$ cat config.mk
export PLATFORM = sky130hd
export DESIGN_NAME = matvec_seq_flat
export DESIGN_NICKNAME = d
export VERILOG_FILES = /design/src/rtl/matvec_seq_pkg.sv /design/src/rtl/matvec_seq_if.sv /design/src/rtl/matvec_seq_dot.sv /design/src/rtl/matvec_seq.sv /design/src/flat_wrapper.sv
export SDC_FILE = /design/constraint.sdc
export NUM_CORES = 1
export LEC_CHECK = 0
export CAP_MARGIN = 30
export CORE_AREA = 2 2 84 119
export CTS_CLUSTER_DIAMETER = 80
export DETAILED_ROUTE_END_ITERATION = 16
export DIE_AREA = 0 0 86 121
export PLACE_DENSITY = 0.68
export SLEW_MARGIN = 20
export SYNTH_ARGS = -nofsm -noshare
export SYNTH_HDL_FRONTEND = slang
export SYNTH_HIERARCHICAL = 1
export SYNTH_SLANG_ARGS = --single-unit
$ cat constraint.sdc
create_clock -name clk -period 9.14 [get_ports clk]
set_clock_uncertainty 0.2 [all_clocks]
set_input_delay 2.742 -clock clk [delete_from_list [all_inputs] [get_ports clk]]
set_output_delay 2.742 -clock clk [all_outputs]
set_load 0.02 [all_outputs]
$ cat src/rtl/matvec_seq_pkg.sv
// Shared types and constants for the sequential 3x3 matrix-by-vector multiplier.
package matvec_seq_pkg;

    typedef enum logic [1:0] {
        StIdle,
        StRows,
        StDone
    } state_e;

    localparam int unsigned RowCntW       = 2;
    localparam int unsigned RowsPerMatrix = 3;

endpackage

$ cat src/rtl/matvec_seq_if.sv
// Vector, row and result handshakes of matvec_seq grouped into one bundle.
interface matvec_seq_if #(
    parameter int unsigned ENTRY_SIZE    = 5,
    parameter int unsigned RESENTRY_SIZE = 9
);
    logic                     vec_valid;
    logic                     vec_ready;
    logic [ENTRY_SIZE-1:0]    b0;
    logic [ENTRY_SIZE-1:0]    b1;
    logic [ENTRY_SIZE-1:0]    b2;
    logic                     row_valid;
    logic                     row_ready;
    logic [ENTRY_SIZE-1:0]    r0;
    logic [ENTRY_SIZE-1:0]    r1;
    logic [ENTRY_SIZE-1:0]    r2;
    logic                     reuse_vec;
    logic                     res_valid;
    logic                     res_ready;
    logic [RESENTRY_SIZE-1:0] c0;
    logic [RESENTRY_SIZE-1:0] c1;
    logic [RESENTRY_SIZE-1:0] c2;
    logic                     busy;

    modport master (
        output vec_valid, b0, b1, b2, row_valid, r0, r1, r2, reuse_vec, res_ready,
        input  vec_ready, row_ready, res_valid, c0, c1, c2, busy
    );

    modport slave (
        input  vec_valid, b0, b1, b2, row_valid, r0, r1, r2, reuse_vec, res_ready,
        output vec_ready, row_ready, res_valid, c0, c1, c2, busy
    );
endinterface

$ cat src/rtl/matvec_seq_dot.sv
// Combinational 3-element unsigned dot product, truncated to the result width.
module matvec_seq_dot #(
    parameter int unsigned ENTRY_SIZE    = 5,
    parameter int unsigned RESENTRY_SIZE = 9
) (
    input  logic [ENTRY_SIZE-1:0]    a0,
    input  logic [ENTRY_SIZE-1:0]    a1,
    input  logic [ENTRY_SIZE-1:0]    a2,
    input  logic [ENTRY_SIZE-1:0]    b0,
    input  logic [ENTRY_SIZE-1:0]    b1,
    input  logic [ENTRY_SIZE-1:0]    b2,
    output logic [RESENTRY_SIZE-1:0] dot
);

    // Working at the result width gives the modulo-2^RESENTRY_SIZE wrap for free.
    always_comb begin
        dot = RESENTRY_SIZE'(a0) * RESENTRY_SIZE'(b0)
            + RESENTRY_SIZE'(a1) * RESENTRY_SIZE'(b1)
            + RESENTRY_SIZE'(a2) * RESENTRY_SIZE'(b2);
    end

endmodule

$ cat src/rtl/matvec_seq.sv
// Sequential 3x3 matrix-by-vector multiplier: latch b, dot each incoming row of A
// with it, then present c = A*b on a valid/ready result port.
module matvec_seq
    import matvec_seq_pkg::*;
#(
    parameter int unsigned ENTRY_SIZE    = 5,
    parameter int unsigned RESENTRY_SIZE = 9
) (
    input logic          clk,
    input logic          reset,
    matvec_seq_if.slave  bus
);

    state_e                   state_q, state_d;
    logic [RowCntW-1:0]       cnt_q, cnt_d;
    logic [ENTRY_SIZE-1:0]    b_q [RowsPerMatrix];
    logic [ENTRY_SIZE-1:0]    b_d [RowsPerMatrix];
    logic [RESENTRY_SIZE-1:0] c_q [RowsPerMatrix];
    logic [RESENTRY_SIZE-1:0] c_d [RowsPerMatrix];
    logic [RESENTRY_SIZE-1:0] dot_res;

    matvec_seq_dot #(
        .ENTRY_SIZE    (ENTRY_SIZE),
        .RESENTRY_SIZE (RESENTRY_SIZE)
    ) u_dot (
        .a0  (bus.r0),
        .a1  (bus.r1),
        .a2  (bus.r2),
        .b0  (b_q[0]),
        .b1  (b_q[1]),
        .b2  (b_q[2]),
        .dot (dot_res)
    );

    // Handshake outputs depend on state only, never on inputs.
    assign bus.vec_ready = (state_q == StIdle);
    assign bus.row_ready = (state_q == StRows);
    assign bus.res_valid = (state_q == StDone);
    assign bus.busy      = (state_q != StIdle);
    assign bus.c0        = c_q[0];
    assign bus.c1        = c_q[1];
    assign bus.c2        = c_q[2];

    always_comb begin
        state_d = state_q;
        cnt_d   = cnt_q;
        b_d     = b_q;
        c_d     = c_q;

        unique case (state_q)
            StIdle: begin
                if (bus.vec_valid) begin
                    b_d[0]  = bus.b0;
                    b_d[1]  = bus.b1;
                    b_d[2]  = bus.b2;
                    cnt_d   = '0;
                    state_d = StRows;
                end
            end
            StRows: begin
                if (bus.row_valid) begin
                    for (int i = 0; i < RowsPerMatrix; i++) begin
                        if (cnt_q == RowCntW'(i)) c_d[i] = dot_res;
                    end
                    if (cnt_q == RowCntW'(RowsPerMatrix - 1)) begin
                        cnt_d   = '0;
                        state_d = StDone;
                    end else begin
                        cnt_d = cnt_q + 1'b1;
                    end
                end
            end
            StDone: begin
                if (bus.res_ready) begin
                    state_d = bus.reuse_vec ? StRows : StIdle;
                end
            end
            default: state_d = StIdle;
        endcase
    end

    always_ff @(posedge clk) begin
        if (reset) begin
            state_q <= StIdle;
            cnt_q   <= '0;
            for (int i = 0; i < RowsPerMatrix; i++) begin
                b_q[i] <= '0;
                c_q[i] <= '0;
            end
        end else begin
            state_q <= state_d;
            cnt_q   <= cnt_d;
            b_q     <= b_d;
            c_q     <= c_d;
        end
    end

endmodule

$ cat src/flat_wrapper.sv
// flat-port wrapper written by rule: the top's interface ports become plain ports
module matvec_seq_flat import matvec_seq_pkg::*;
#(
    parameter int unsigned ENTRY_SIZE    = 5,
    parameter int unsigned RESENTRY_SIZE = 9
)
  (clk, reset, bus_vec_valid, bus_b0, bus_b1, bus_b2, bus_row_valid, bus_r0, bus_r1, bus_r2, bus_reuse_vec, bus_res_ready, bus_vec_ready, bus_row_ready, bus_res_valid, bus_c0, bus_c1, bus_c2, bus_busy);
  matvec_seq_if #(.ENTRY_SIZE(ENTRY_SIZE), .RESENTRY_SIZE(RESENTRY_SIZE)) bus_i ();
  input logic clk;
  input logic reset;
  input wire logic [$bits(bus_i.vec_valid)-1:0] bus_vec_valid;
  input wire logic [$bits(bus_i.b0)-1:0] bus_b0;
  input wire logic [$bits(bus_i.b1)-1:0] bus_b1;
  input wire logic [$bits(bus_i.b2)-1:0] bus_b2;
  input wire logic [$bits(bus_i.row_valid)-1:0] bus_row_valid;
  input wire logic [$bits(bus_i.r0)-1:0] bus_r0;
  input wire logic [$bits(bus_i.r1)-1:0] bus_r1;
  input wire logic [$bits(bus_i.r2)-1:0] bus_r2;
  input wire logic [$bits(bus_i.reuse_vec)-1:0] bus_reuse_vec;
  input wire logic [$bits(bus_i.res_ready)-1:0] bus_res_ready;
  output wire logic [$bits(bus_i.vec_ready)-1:0] bus_vec_ready;
  output wire logic [$bits(bus_i.row_ready)-1:0] bus_row_ready;
  output wire logic [$bits(bus_i.res_valid)-1:0] bus_res_valid;
  output wire logic [$bits(bus_i.c0)-1:0] bus_c0;
  output wire logic [$bits(bus_i.c1)-1:0] bus_c1;
  output wire logic [$bits(bus_i.c2)-1:0] bus_c2;
  output wire logic [$bits(bus_i.busy)-1:0] bus_busy;
  assign bus_i.vec_valid = bus_vec_valid;
  assign bus_i.b0 = bus_b0;
  assign bus_i.b1 = bus_b1;
  assign bus_i.b2 = bus_b2;
  assign bus_i.row_valid = bus_row_valid;
  assign bus_i.r0 = bus_r0;
  assign bus_i.r1 = bus_r1;
  assign bus_i.r2 = bus_r2;
  assign bus_i.reuse_vec = bus_reuse_vec;
  assign bus_i.res_ready = bus_res_ready;
  assign bus_vec_ready = bus_i.vec_ready;
  assign bus_row_ready = bus_i.row_ready;
  assign bus_res_valid = bus_i.res_valid;
  assign bus_c0 = bus_i.c0;
  assign bus_c1 = bus_i.c1;
  assign bus_c2 = bus_i.c2;
  assign bus_busy = bus_i.busy;
  matvec_seq #(.ENTRY_SIZE(ENTRY_SIZE), .RESENTRY_SIZE(RESENTRY_SIZE)) u_core (.clk(clk), .reset(reset), .bus(bus_i));
endmodule
## Word-level counts from Yosys, hierarchy flattened

Cells that the tools add are included.
Widths: inputs -> output; s select.

- Logic and storage cells: 42
- Output and inout bits: 31
- Flip-flop bits (word level): 46

- Eq/ne operators: 8
- $mul: 3
- Reductions and logical operators: 10
- Add/subtract/negate cells: 3
- Muxes and demuxes: 10

Operators by type and width:

| cell | number |
|---|---|
| $mul 5x5->9 | 3 |
| $add 9x9->9 | 2 |
| $mux 2 | 7 |
| $reduce_and 3->1 | 4 |
| $ne 2x2->1 const B | 3 |
| $pmux 2 s3 | 1 |
| $eq 2x1->1 const B | 2 |
| $eq 2x2->1 const B | 2 |
| $logic_not 2->1 | 2 |
| $pmux 2 s2 | 1 |
| $reduce_and 4->1 | 1 |
| $reduce_bool 2->1 | 2 |
| $add 2x1->2 const B | 1 |
| $ne 2x1->1 const B | 1 |
| $reduce_and 2->1 | 1 |
| $mux 1 | 1 |

## Depth between registers and ports, before layout

- Word-level depth: 4
- Mapped depth: 20

## By module

Netlist, hierarchy kept.

By module, submodules not included:

| module | seq. area each (µm²) | area an instance (µm²) | times used | cells each |
|---|---|---|---|---|
| matvec_seq_dot | 0.0 | 2296.0 | 1 | 255 |
| matvec_seq | 920.9 | 1836.8 | 1 | 189 |

## Least setup slack after synthesis

OpenSTA, ideal clock, no wires.

- Path kind: input to register
- From: input bus_r2[0]
- To: register u_core.c_q, in the netlist u_core/bus.c2[8]
- Stages on the path: 19
- Arrival time: 7465 ps
- Setup slack: 1403 ps
- Buffers on the path: 0
- Cells stage by stage: and2_1 fa_1 inv_1 fa_1 inv_1 fa_1 fa_1 fa_1 inv_1 fa_1 inv_1 ha_1 a21o_1 a21oi_1 o21bai_1 a21oi_1 xnor2_1 nand2b_1 mux2i_1

- Cells in the longest elaborated chain, start to end: 2

RTL lines:

| item | line | RTL |
|---|---|---|
| start, declared | flat_wrapper.sv:18 | `input wire logic [$bits(bus_i.r2)-1:0] bus_r2;` |
| $mul 5x5->9 | matvec_seq_dot.sv:19 | `+ RESENTRY_SIZE'(a2) * RESENTRY_SIZE'(b2);` |
| $add 9x9->9 | matvec_seq_dot.sv:19 |  |
| via u_core.dot_res[8] | matvec_seq.sv:20 | `logic [RESENTRY_SIZE-1:0] dot_res;` |
| end signal, assigned by index | matvec_seq.sv:88 | `c_q[i] <= '0;` |
| end signal, assigned | matvec_seq.sv:94 | `c_q <= c_d;` |
| end, declared | matvec_seq.sv:18 | `logic [RESENTRY_SIZE-1:0] c_q [RowsPerMatrix];` |

The timed path passes the listed nets, and every way through them passes these cells.
A chain may end at the register's enable or synchronous reset.

## Final worst setup path

- From: input bus_r2[0]
- To: register u_core.c_q, in the netlist u_core/bus.c0[8]

Same word-level chain as after synthesis.

==> run metrics <==
nets@finish 628; hold_buf cts 0; vias in the first global route 3,113; post_cts resized 0; H-tree levels 2; Synth cell types 30; cell count after synthesis 444; Worst R2R Path Depth 19; global-route wire length before repair 14,000 um; detailed placement HPWL 6770 um; final hold slack 0.271 ns; PD cells 121 nW/um^2; vias 2,968; RePlAce Congestion 0.827; Clk Latency, worst-skew pair 0.28 ns; Max stage delay on crit path 0.58 ns; Peak VDD IR 0.0760 mV; Worst R2R Setup Slack 3.59 ns; port bufs 66; wirelength, routed 8100 um; critical path type in2reg; Total Power 607 uW; grt total ovfl 0; RSZ-0062 raised after global routing false; Max Root-Sink Buffers 2; Required @ worst endpoint 9.14 ns; startpoint types input port; share of layout cells above drive strength 1 0.0257; Antenna Nets Post-Route 0; startpoint of the worst hold path u_core/bus.c2[5]$_SDFFE_PP0P_; LEAKAGE 2.26 nW; Placed Cells incl. Taps 609; I/O pin cnt 67; WHS Endpoint u_core/bus.c2[5]$_SDFFE_PP0P_; syn_nets 566; largest net degree at the start of global routing 58; Tot GR Track Use 0.169; CTS Root Buffer Type clkbuf_16; initial antenna violation count 0; die area 10,400 um^2; Reg clk slew, reported paths 0.06 ns; Critical Path Sink Type flop; Tcrit/Tclk final 0.892; Starting Density 0.444; synthesis-to-layout area growth 21.3%; ANT cells 0; syn_area_per_cell 9.31 um^2; Yosys reg bits 46; hold crit path type reg2reg; Hold Crit Depth 2; number of CTS-inserted buffers 5; 1st-iter DRT viols 81; Die Span Y 121 um; largest cells by area after synthesis fa_1, dfxtp_1, ha_1; Critical R2R Launch u_core/b_q[4]$_SDFFE_PP0P_; max-cap violations 0; core area 9300 um^2; Final Instance Count excl. Fillers 616; Worst path slowest cell fa_1; Die X 86 um; crit-path max FO 5; # DRC 0; Max transition margin 0.590; area of the mapped netlist 4130 um^2; area share of the largest cell type after synthesis 0.242; synth warn 6; Critical Path AT 8.16 ns; CP Cell Sequence clkdlybuf4s50_1 > and2_1 > fa_1 > inv_1 > fa_1 > inv_1 > fa_1 > fa_1 > fa_1 > inv_1 > fa_1 > inv_1 > ha_1 > a21o_1 > a21oi_1 > o21bai_1 > a21oi_1 > xnor2_1 > nand2b_1 > mux2i_1; most frequent CP cell fa_1; Sink Count 46; CTS tree built; max-slew violation count 0; Post-CTS Setup Repair Bufs 0; first drt pass iteration count 4; fmax 0.123 GHz; TNS Setup 0 ns; FF-to-FF End u_core/bus.c0[8]$_SDFFE_PP0P_; routed len/inst 13.1 um; area leader, netlist fa_1; Hold Fails Final Rpt 0; status finished, final reports clean; Seq/Total Area, Yosys 0.223; min cycle time layout 8.16 ns; FP Rows 42; Tightest Pin Transition 0.615 ns; Final setup viols 0; drt via density 4.82
[through the flow]
stage	area (um^2)	worst slack, ns	utilization
2_1_floorplan	4130	1.40	-
3_3_place_gp	4860	0.778	0.523
3_5_place_dp	4880	0.688	0.524
4_1_cts	5010	0.965	0.539
5_1_grt	5010	0.723	0.539
6_report	5010	0.984	0.539
[registers in the layout, indices dropped and copies added, names as in the netlist]
signal,flops
u_core/b_q,15
u_core/bus.c0,9
u_core/bus.c1,9
u_core/bus.c2,9
u_core/cnt_q,2
u_core/state_q,2
[layout make-up]
cell class | count | area, um^2
clock buffers | 5 | 125
clock inverters | 2 | 10.0
fillers | 881 | 4290
inverters | 73 | 274
multi-input cells | 312 | 2860
flip-flops and latches | 46 | 921
well taps | 110 | 138
repair buffers | 68 | 679
[layout by cell type (no fill, tap or decap), types with 2 or more instances in the layout]
cell	instances
a21o_1	2
a21oi_1	19
and2_1	46
clkbuf_16	5
clkdlybuf4s50_1	66
clkinv_2	2
dfxtp_1	46
fa_1	50
ha_1	36
inv_1	73
mux2i_1	27
nand2_1	59
nand2b_1	39
nor2_1	2
nor2b_1	3
o22ai_1	2
xnor2_1	15
[layer usage]
layer	GRT usage	routed length [um]	up-vias
met4	0.0635	181	0
met3	0.0184	230	12
met1	0.190	3260	1419
li1	-	-	1485
met2	0.321	4430	52
met5	0	0	-
[report_power, final]
group	switching (mW)	internal (mW)
Clock	0.0693	0.0986
Sequential	0.00867	0.210
Combinational	0.117	0.104
Total	0.195	0.413
[cell families (layout without fill, tap and decap cells)]
family	after synthesis	after routing	share of synthesized area
buf+inv	86	148	0.0842
fa+ha+maj	86	86	0.351
flops	46	46	0.223
xor+xnor	16	16	0.0339
simple gates	157	157	0.206
mux	27	27	0.0654
compound gates	26	26	0.0360
[how the worst max path moves through the flow]
stage,end,start,cells past startpoint
2_1_floorplan,u_core/bus.c2[8]$_SDFFE_PP0P_,bus_r2[0],19
3_3_place_gp,u_core/bus.c2[8]$_SDFFE_PP0P_,bus_r2[0],20
3_5_place_dp,u_core/bus.c0[8]$_SDFFE_PP0P_,bus_r2[0],20
4_1_cts,u_core/bus.c0[8]$_SDFFE_PP0P_,bus_r2[0],20
5_1_grt,u_core/bus.c2[8]$_SDFFE_PP0P_,bus_r2[0],20
6_report,u_core/bus.c0[8]$_SDFFE_PP0P_,bus_r2[0],20
[critical path: cells and delay by family]
kind / cells / cell delay, ns
fa+ha+maj: 7 / 3.48
buf+inv: 5 / 0.69
compound gates: 4 / 0.67
simple gates: 2 / 0.31
mux: 1 / 0.14
xor+xnor: 1 / 0.13
[cells in the mapped netlist]
cell type / instances
o22ai_1: 2
mux2i_1: 27
ha_1: 36
nand2_1: 59
and2_1: 46
a21oi_1: 19
o21bai_1: 1
xor2_1: 1
a21o_1: 2
nor2_4: 1
dfxtp_1: 46
buf_4: 2
nor2b_1: 3
nor3b_2: 1
buf_6: 2
or4_1: 1
inv_1: 73
clkbuf_1: 7
buf_2: 2
a2bb2oi_1: 1
or4b_1: 1
o21ba_2: 1
nand2b_1: 39
nand2_2: 1
or3b_1: 1
nand4b_1: 1
fa_1: 50
nor4b_1: 1
nor2_1: 2
xnor2_1: 15
Power figures use the tool's default switching activity.
